$ cat src/rtl/byte_decode_stream_if.sv
// Byte-in / coefficient-out handshake bundle for the ByteDecode_d stream stage.
// The source of bytes and sink of coefficients drives master; the decoder is slave.
interface byte_decode_stream_if;
    logic [7:0]  in_byte;
    logic        in_valid;
    logic        in_ready;
    logic [11:0] coeff_out;
    logic [7:0]  coeff_idx;
    logic        coeff_valid;
    logic        coeff_ready;

    modport master (
        output in_byte, in_valid, coeff_ready,
        input  in_ready, coeff_out, coeff_idx, coeff_valid
    );

    modport slave (
        input  in_byte, in_valid, coeff_ready,
        output in_ready, coeff_out, coeff_idx, coeff_valid
    );
endinterface

$ cat src/rtl/byte_decode_stream.sv
// Streaming Kyber ByteDecode_d: packs LSB-first bytes into a D+7 bit accumulator
// and emits N_COEFF d-bit coefficients, reduced mod Q when D == 12.
module byte_decode_stream #(
    parameter int D       = 12,
    parameter int N_COEFF = 256,
    parameter int Q       = 3329
) (
    input  logic               clk,
    input  logic               rst,
    input  logic               start_i,
    output logic               busy_o,
    output logic               done_o,
    byte_decode_stream_if.slave bus
);
    localparam int AW = D + 7;
    localparam int CW = $clog2(D + 8);

    localparam logic [1:0] S_IDLE = 2'd0;
    localparam logic [1:0] S_RUN  = 2'd1;
    localparam logic [1:0] S_DONE = 2'd2;

    localparam logic [CW-1:0] D_C      = CW'(D);
    localparam logic [CW-1:0] BYTE_C   = CW'(8);
    localparam logic [7:0]    LAST_IDX = 8'(N_COEFF - 1);
    localparam logic [11:0]   Q_C      = 12'(Q);

    logic [1:0]    state_q, state_d;
    logic [AW-1:0] acc_q, acc_d;
    logic [CW-1:0] cnt_q, cnt_d;
    logic [7:0]    idx_q, idx_d;

    logic          in_ready, coeff_valid, in_fire, out_fire;
    logic [11:0]   raw;

    // Ready/valid depend only on registers, so the two sides never fire together.
    assign in_ready    = (state_q == S_RUN) && (cnt_q <  D_C);
    assign coeff_valid = (state_q == S_RUN) && (cnt_q >= D_C);
    assign in_fire     = in_ready && bus.in_valid;
    assign out_fire    = coeff_valid && bus.coeff_ready;

    assign raw = 12'(acc_q[D-1:0]);

    // 4095 < 2Q, so one conditional subtract fully reduces a 12-bit value.
    generate
        if (D == 12) begin : g_reduce
            assign bus.coeff_out = (raw >= Q_C) ? (raw - Q_C) : raw;
        end else begin : g_plain
            assign bus.coeff_out = raw;
        end
    endgenerate

    assign bus.in_ready    = in_ready;
    assign bus.coeff_valid = coeff_valid;
    assign bus.coeff_idx   = idx_q;
    assign busy_o          = (state_q == S_RUN);
    assign done_o          = (state_q == S_DONE);

    always_comb begin
        state_d = state_q;
        acc_d   = acc_q;
        cnt_d   = cnt_q;
        idx_d   = idx_q;
        case (state_q)
            S_IDLE: begin
                if (start_i) begin
                    state_d = S_RUN;
                    acc_d   = '0;
                    cnt_d   = '0;
                    idx_d   = '0;
                end
            end
            S_RUN: begin
                // Bits above cnt are always zero, so OR places the byte at acc[cnt+7:cnt].
                if (in_fire) begin
                    acc_d = acc_q | (AW'(bus.in_byte) << cnt_q);
                    cnt_d = cnt_q + BYTE_C;
                end else if (out_fire) begin
                    acc_d = acc_q >> D;
                    cnt_d = cnt_q - D_C;
                    idx_d = idx_q + 8'd1;
                    if (idx_q == LAST_IDX) begin
                        state_d = S_DONE;
                    end
                end
            end
            S_DONE:  state_d = S_IDLE;
            default: state_d = S_IDLE;
        endcase
    end

    always_ff @(posedge clk or posedge rst) begin
        if (rst) begin
            state_q <= S_IDLE;
            acc_q   <= '0;
            cnt_q   <= '0;
            idx_q   <= '0;
        end else begin
            state_q <= state_d;
            acc_q   <= acc_d;
            cnt_q   <= cnt_d;
            idx_q   <= idx_d;
        end
    end
endmodule

$ cat src/flat_wrapper.sv
// flat-port wrapper written by rule: the top's interface ports become plain ports
module byte_decode_stream_flat 
#(
    parameter int D       = 12,
    parameter int N_COEFF = 256,
    parameter int Q       = 3329
)
  (clk, rst, start_i, busy_o, done_o, bus_in_byte, bus_in_valid, bus_coeff_ready, bus_in_ready, bus_coeff_out, bus_coeff_idx, bus_coeff_valid);
  byte_decode_stream_if bus_i ();
  input  logic clk;
  input  logic rst;
  input  logic start_i;
  output logic busy_o;
  output logic done_o;
  input wire logic [$bits(bus_i.in_byte)-1:0] bus_in_byte;
  input wire logic [$bits(bus_i.in_valid)-1:0] bus_in_valid;
  input wire logic [$bits(bus_i.coeff_ready)-1:0] bus_coeff_ready;
  output wire logic [$bits(bus_i.in_ready)-1:0] bus_in_ready;
  output wire logic [$bits(bus_i.coeff_out)-1:0] bus_coeff_out;
  output wire logic [$bits(bus_i.coeff_idx)-1:0] bus_coeff_idx;
  output wire logic [$bits(bus_i.coeff_valid)-1:0] bus_coeff_valid;
  assign bus_i.in_byte = bus_in_byte;
  assign bus_i.in_valid = bus_in_valid;
  assign bus_i.coeff_ready = bus_coeff_ready;
  assign bus_in_ready = bus_i.in_ready;
  assign bus_coeff_out = bus_i.coeff_out;
  assign bus_coeff_idx = bus_i.coeff_idx;
  assign bus_coeff_valid = bus_i.coeff_valid;
  byte_decode_stream #(.D(D), .N_COEFF(N_COEFF), .Q(Q)) u_core (.clk(clk), .rst(rst), .start_i(start_i), .busy_o(busy_o), .done_o(done_o), .bus(bus_i));
endmodule
$ cat config.mk
export PLATFORM = sky130hd
export DESIGN_NAME = byte_decode_stream_flat
export DESIGN_NICKNAME = d
export VERILOG_FILES = /design/src/rtl/byte_decode_stream_if.sv /design/src/rtl/byte_decode_stream.sv /design/src/flat_wrapper.sv
export SDC_FILE = /design/constraint.sdc
export NUM_CORES = 1
export LEC_CHECK = 0
export CAP_MARGIN = 20
export CELL_PAD_IN_SITES_DETAIL_PLACEMENT = 1
export CELL_PAD_IN_SITES_GLOBAL_PLACEMENT = 1
export CORE_MARGIN = 10
export CORE_UTILIZATION = 43
export CTS_BUF_LIST = sky130_fd_sc_hd__clkbuf_16
export CTS_CLUSTER_DIAMETER = 200
export CTS_CLUSTER_SIZE = 10
export DETAILED_ROUTE_END_ITERATION = 8
export PLACE_DENSITY_LB_ADDON = 0.1
export RECOVER_POWER = 50
export SETUP_SLACK_MARGIN = 0.15
export SYNTH_ARGS = -nofsm -noshare
export SYNTH_HDL_FRONTEND = slang
export SYNTH_SLANG_ARGS = --single-unit
$ cat constraint.sdc
create_clock -name clk -period 5.1 [get_ports clk]
set_clock_uncertainty 0.05 [all_clocks]
set_input_delay 0.765 -clock clk [delete_from_list [all_inputs] [get_ports clk]]
set_output_delay 0.765 -clock clk [all_outputs]
set_load 0.01 [all_outputs]
==> summary.txt, run 1 <==
Yosys
  • Cells after Synth: 196
  • Synth Cell Area: 1990 sq um
  • Synth cell types: 53
  • EDFF count, synth: 0
  • Synth Flop Type: dfrtp_1
  • Largest area contributor in the netlist: dfrtp_1
  • Largest family of logic cells by synthesized area: compound AO/OA/AOI/OAI gates
  • Post-synthesis register bit count: 32
  • Post-synth ARST share: 100%
  • Compound-gate portion of the synthesized area: 25.2%
  • Post-Synth Adder-Cell Area: 3.78%
  • Mux contribution to synthesized area: 3.15%
  • Ys Warns: 0
  • Post-Syn Nets: 215
  • Post-synthesis simple-gate area fraction: 18.7%
  • Most frequent cell after synthesis: dfrtp_1
  • Average cell area after synthesis: 10.1 sq um
  • Seq/Total Area, Yosys: 40.3%
  • XOR/XNOR Fraction of Synth Area: 3.97%
  • Area contributors post-synth: dfrtp_1 40%, xnor2_1 4.0%, ha_1 3.8%
  • Top cells by count, synth: 32 x dfrtp_1, 17 x nand2_1, 10 x o21ai_0
  • Post-synth top area share: 40.3%

CTS
  • Clk sinks: 32
  • CTS Root Cell: clkbuf_16
  • CTS tree: yes
  • Cts hold-fix bufs: 0
  • Post-CTS Resized: 0
  • CTS Buffer Depth: 2
  • Clk_lat worst skew: 0.27 ns
  • Post-CTS Setup Bufs: 0
  • Reg clk slew, reported paths: 0.05 ns
  • H-tree levels: 2
  • TritonCTS Buffers: 5

Pwr
  • Combinational power share: 50.1%
  • Clock power share: 17.4%
  • P per Cell Area: 647 nW/um^2
  • Net Switching: 662 uW
  • Sequential Power Share: 32.5%
  • Max VDD drop: 0.234 mV
  • Sw Ratio: 41.2%
  • Static Leak: 1.04 nW
  • Pint: 945 uW

Finish
  • Number of diodes: 0
  • Layout cells sized above 1: 8.19%
  • Layout Utilization: 56.3%
  • NumNets Final: 250
  • Filler cells: 504
  • Layout area overhead: 25.0%
  • Multi-input logic area: 1090 sq um
  • Register area: 801 sq um

Routing
  • Vias per cell: 6.06
  • DR WL/cell: 20.7 um
  • Routed WL: 5.87 mm
  • Remaining DRCs: 0
  • First-pass DRT Iterations: 4
  • Vias post-DR: 1,720
  • Initial drt markers: 63
  • Post-route ant nets: 0

Placed design
  • Number of port buffers: 36
  • Final estimated routing congestion in global placement: 0.791
  • Hpwl dp: 4.40 mm

Floorplanning
  • DIE HEIGHT: 88.0 um
  • I/O pin total: 37
  • Die X: 88.0 um
  • Starting Density: 45.0%
  • Die area: 7740 sq um
  • Core region area: 4410 sq um
  • Row cnt: 24

Critical path
  • Largest stage delay on the critical path: 0.72 ns
  • Highest net fanout along the worst path: 11
  • Startpoint types: flip-flop
  • Crit. End Element: output port
  • Bufs and invs on worst path: 2
  • Critical-path top delay cell: a31oi_1
  • Worst Path Required: 4.28 ns
  • CP arrival: 2.88 ns
  • Critical path class: reg -> out
  • Largest delay share family, worst path: compound AO/OA/AOI/OAI gates
  • Worst path cell trace: inv_1 -> ha_1 -> nor4b_1 -> a31oi_1 -> nand3b_1 -> xnor2_1 -> clkdlybuf4s50_1

Min path
  • Hold Crit Class: reg -> reg

Timing
  • Worst-Margin Slew: 1.70 ns
  • Setup total negative slack: 0 ns
  • Slew Limit Fails: 33
  • Worst-case headroom to the max-slew limit: -13.0%
  • Unrepaired setup endpoints after global routing: false
  • Crit share post-route: 72.5%
  • Fmax: 0.271 GHz
  • Setup violators final: 0
  • Final Hold Vio Count: 0
  • Min Tclk post-route: 3.70 ns

Run status
  • Failing checks: capacitance limit, slew limit
  • Run status: finished, violations left

GRT
  • Initial antenna violation count: 0
  • Total track usage: 15.9%
  • Vias in the first global route: 1,878
  • GRT Residual Overflow: 0
  • Largest net degree at the start of global routing: 33
  • First-pass GRT wire length: 9.75 mm

Run
  • Max cap viols: 1
[power by group through the flow]
stage | Clock [mW] | Combinational [mW] | Sequential [mW]
after floorplan | 0 | 0.574 | 0.463
after global routing | 0.297 | 0.899 | 0.547
final | 0.279 | 0.805 | 0.523
after detailed placement | 0 | 0.823 | 0.527
after global placement | 0 | 0.784 | 0.512
after CTS | 0.285 | 0.831 | 0.525
[worst paths after layout]
check                                                   from                                  end  slack (ns)  cells past startpoint
worst max-delay path             u_core.acc_q[0]$_DFFE_PP0P_                     bus_coeff_out[5]        1.40                      7
worst min-delay path            u_core.acc_q[12]$_DFFE_PP0P_         u_core.acc_q[12]$_DFFE_PP0P_        0.45                      1
worst max register to register   u_core.cnt_q[2]$_DFFE_PP0P_  u_core.bus.coeff_idx[4]$_DFFE_PP0P_        2.13                      6
worst min register to register  u_core.acc_q[12]$_DFFE_PP0P_         u_core.acc_q[12]$_DFFE_PP0P_        0.45                      1
max in group asynchronous                                rst          u_core.acc_q[0]$_DFFE_PP0P_        2.54                      3
min in group asynchronous                                rst          u_core.cnt_q[4]$_DFFE_PP0P_        1.47                      3
[final cells by class]
class,instances,area share (%)
clock inverters,3,0.453
multi-input cells,147,43.8
flip-flops and latches,32,32.2
well taps,52,2.62
inverters,8,1.21
clock buffers,5,5.04
repair buffers,37,14.7
[registers in the layout (all words and copies together) (netlist names)]
register,count
u_core.acc_q,19
u_core.bus.coeff_idx,8
u_core.cnt_q,3
u_core.state_q,2
[placed cells by master, fill, tap and decap left out, types with 3 or more instances in the layout]
cell type	netlist	layout
clkbuf_16	0	5
inv_1	6	8
nor2_1	7	7
dfrtp_1	32	32
a221o_1	6	6
clkdlybuf4s50_1	0	27
nand2_1	17	17
ha_1	6	6
a31oi_1	3	3
nand3b_1	4	4
a22o_1	4	4
mux2i_1	4	4
nor3_1	6	6
dlygate4sd3_1	0	9
a21boi_1	3	3
o211ai_1	5	5
nand3_1	5	5
nor2b_1	3	3
o2bb2ai_1	8	8
xnor2_1	9	9
o21ai_0	10	10
a22oi_1	8	8
[kinds of logic after synthesis]
logic type / Yosys count
simple gates: 64
compound gates: 62
flops: 32
buf+inv: 17
xor+xnor: 9
mux: 6
fa+ha+maj: 6
[metal layers]
| layer | up-vias | share of wire (%) | global-route usage, % |
|---|---|---|---|
| met5 | - | 0 | 0 |
| met3 | 7 | 6.3 | 4.74 |
| li1 | 813 | - | - |
| met4 | 0 | 0.90 | 3.91 |
| met1 | 860 | 43 | 19.0 |
| met2 | 40 | 50 | 27.2 |
[worst reg2reg max path, delay by kind of cell, from the launching register on]
family / cells / cell delay [ns]
flip-flops: 1 / 0.59
AND/OR/NAND/NOR: 1 / 0.56
AO/OA/AOI/OAI: 3 / 1.11
adder cells (fa/ha/maj): 2 / 0.53
[metrics by stage]
step	hold slack, ns	setup slack, ns	cell area (sq um)	total power, mW	std cells
3_3_place_gp	0.427	1.88	2350	1.30	276
4_1_cts	0.452	1.37	2490	1.64	284
6_report	0.453	1.40	2480	1.61	284
2_1_floorplan	0.407	2.73	1990	1.04	196
5_1_grt	0.478	1.11	2480	1.74	284
3_5_place_dp	0.435	1.70	2350	1.35	276
Power figures use the tool's default switching activity.
==> run 2, diff against run 1 <==
--- a/config.mk
+++ b/config.mk
@@ -9,7 +9,7 @@
 export CELL_PAD_IN_SITES_DETAIL_PLACEMENT = 1
 export CELL_PAD_IN_SITES_GLOBAL_PLACEMENT = 1
 export CORE_MARGIN = 10
-export CORE_UTILIZATION = 43
+export CORE_UTILIZATION = 36
 export CTS_BUF_LIST = sky130_fd_sc_hd__clkbuf_16
 export CTS_CLUSTER_DIAMETER = 200
 export CTS_CLUSTER_SIZE = 10
==> constraint.sdc (replaced) <==
create_clock -name clk -period 3.25 [get_ports clk]
set_clock_uncertainty 0.05 [all_clocks]
set_input_delay 0.4875 -clock clk [delete_from_list [all_inputs] [get_ports clk]]
set_output_delay 0.4875 -clock clk [all_outputs]
set_load 0.01 [all_outputs]
==> summary.txt, run 2 (same netlist as run 1, synthesis figures left out) <==
Finish
  • Most frequent cells in the layout: 32 x dfrtp_1, 26 x clkdlybuf4s50_1, 17 x nand2_1, 10 x o21ai_0, 10 x dlygate4sd3_1
  • Most common cell after layout, fill and taps aside: dfrtp_1
  • Max reg flops: 19
  • NumNets Final: 253
  • Layout area overhead: 30.4%
  • Number of diodes: 0
  • Final cell count without fillers: 305
  • Biggest register: u_core.acc_q
  • Layout cells sized above 1: 11.5%

Pwr
  • P per Cell Area: 1030 nW/um^2
  • Static Leak: 1.07 nW
  • Max VDD drop: 0.436 mV

Floorplanning
  • Die X: 94.3 um
  • Row cnt: 26
  • DIE HEIGHT: 94.3 um
  • Die area: 8890 sq um
  • Starting Density: 37.9%
  • I/O pin total: 37
  • Core region area: 5240 sq um

Min path
  • Hold_sp: u_core.acc_q[13]$_DFFE_PP0P_
  • Hold Crit Class: reg -> reg
  • Worst hold endpoint: u_core.acc_q[13]$_DFFE_PP0P_
  • Hold Path Depth: 1

CTS
  • CTS Root Cell: clkbuf_16
  • CTS tree: yes
  • Reg clk slew, reported paths: 0.05 ns
  • TritonCTS Buffers: 5
  • Cts hold-fix bufs: 0
  • H-tree levels: 2
  • CTS Buffer Depth: 2
  • Clk sinks: 32
  • Clk_lat worst skew: 0.27 ns

GRT
  • Initial antenna violation count: 0
  • Total track usage: 13.6%
  • Vias in the first global route: 1,871
  • GRT Residual Overflow: 0
  • First-pass GRT wire length: 9.63 mm
  • Largest net degree at the start of global routing: 33

Routing
  • Post-route ant nets: 0
  • First-pass DRT Iterations: 4
  • DR WL/cell: 19.3 um
  • Initial drt markers: 54
  • Routed WL: 5.89 mm
  • Vias post-DR: 1,740
  • Remaining DRCs: 0
  • Vias per cell: 5.70

Timing
  • Unrepaired setup endpoints after global routing: true
  • Crit share post-route: 91.2%
  • Final Hold Vio Count: 0
  • Min Tclk post-route: 2.97 ns
  • Worst-Margin Slew: 1.73 ns
  • Fmax: 0.337 GHz
  • Worst setup margin: 0.285 ns
  • Setup total negative slack: 0 ns
  • Slew Limit Fails: 33
  • Setup violators final: 0
  • Worst-case headroom to the max-slew limit: -15.4%

Run status
  • Run status: finished, violations left
  • Failing checks: capacitance limit, slew limit

Critical path
  • FF-to-FF path depth: 7
  • Largest stage delay on the critical path: 0.56 ns
  • Critical path class: reg -> out
  • Reg2reg setup slack: 0.65 ns
  • Startpoint types: flip-flop
  • CP arrival: 2.43 ns
  • Critical-path top delay cell: clkdlybuf4s50_1
  • Crit. End Element: output port
  • Worst r2r src: u_core.cnt_q[2]$_DFFE_PP0P_
  • Worst path cell trace: inv_1 -> ha_1 -> nor4b_4 -> a31oi_4 -> a21boi_1 -> xnor2_1 -> clkdlybuf4s50_1
  • Worst Path Required: 2.71 ns
  • Highest net fanout along the worst path: 10
  • Reg-to-Reg End: u_core.bus.coeff_idx[7]$_DFFE_PP0P_

Placed design
  • Number of port buffers: 36
  • Placed Instances: 295
  • Final estimated routing congestion in global placement: 0.845
  • Hpwl dp: 4.42 mm
  • Post-place setup slack: 0.104 ns

Run
  • Max cap viols: 1
==> run 2: power by group <==
group	internal, mW	leakage (nW)	switching, mW
Combinational	0.672	0.606	0.648
Clock	0.357	0.0850	0.167
Sequential	0.564	0.384	0.265
Total	1.59	1.07	1.08
==> run 2: timing repair <==
item,4_1_cts,5_1_grt
setup buffers,0,2
pin swaps,0,1
resized for setup,3,2
hold endpoints to repair,0,0
setup endpoints to repair,10,11
==> run 2: cell type report <==
type                    count  area (sq um)
clock inverters             3          38.8
inverters                   8          30.0
clock buffers               5           125
flip-flops and latches     32           801
repair buffers             40           387
fillers                   585          2650
multi-input cells         147          1120
well taps                  70          87.6
==> run 2: worst max path at each step <==
stage,startpoint,endpoint,cells after the start
after floorplan,u_core.acc_q[0]$_DFFE_PP0P_,bus_coeff_out[7],7
final,u_core.acc_q[0]$_DFFE_PP0P_,bus_coeff_out[9],7
after global placement,u_core.acc_q[0]$_DFFE_PP0P_,bus_coeff_out[9],7
after global routing,u_core.acc_q[0]$_DFFE_PP0P_,bus_coeff_out[9],7
after detailed placement,u_core.acc_q[0]$_DFFE_PP0P_,bus_coeff_out[9],7
after CTS,u_core.acc_q[0]$_DFFE_PP0P_,bus_coeff_out[9],7
==> run 2: through the flow <==
stage / total power, mW / utilization (%) / hold WS [ns] / instance area [sq um]
2_1_floorplan: 1.63 / - / 0.407 / 1990
3_3_place_gp: 2.06 / 45.5 / 0.427 / 2380
3_5_place_dp: 2.14 / 45.5 / 0.424 / 2380
4_1_cts: 2.70 / 49.0 / 0.441 / 2570
5_1_grt: 2.86 / 49.5 / 0.461 / 2590
6_report: 2.67 / 49.5 / 0.444 / 2590
==> run 2: critical path, delay by kind of cell, from the launching register on <==
kind | cells | cell delay [ns]
buffers and inverters | 2 | 0.67
AOI/OAI and AO/OA | 2 | 0.42
DFF | 1 | 0.42
and+or+nand+nor | 1 | 0.29
adders and majority gates | 1 | 0.21
xor gates and xnor gates | 1 | 0.15
==> run 2: routing by layer <==
layer	vias to the layer above	routed length [um]	track usage, %
li1	823	-	-
met1	882	2550	15.8
met2	30	3010	23.6
met3	5	268	3.76
met4	0	57	3.54
met5	-	0	0
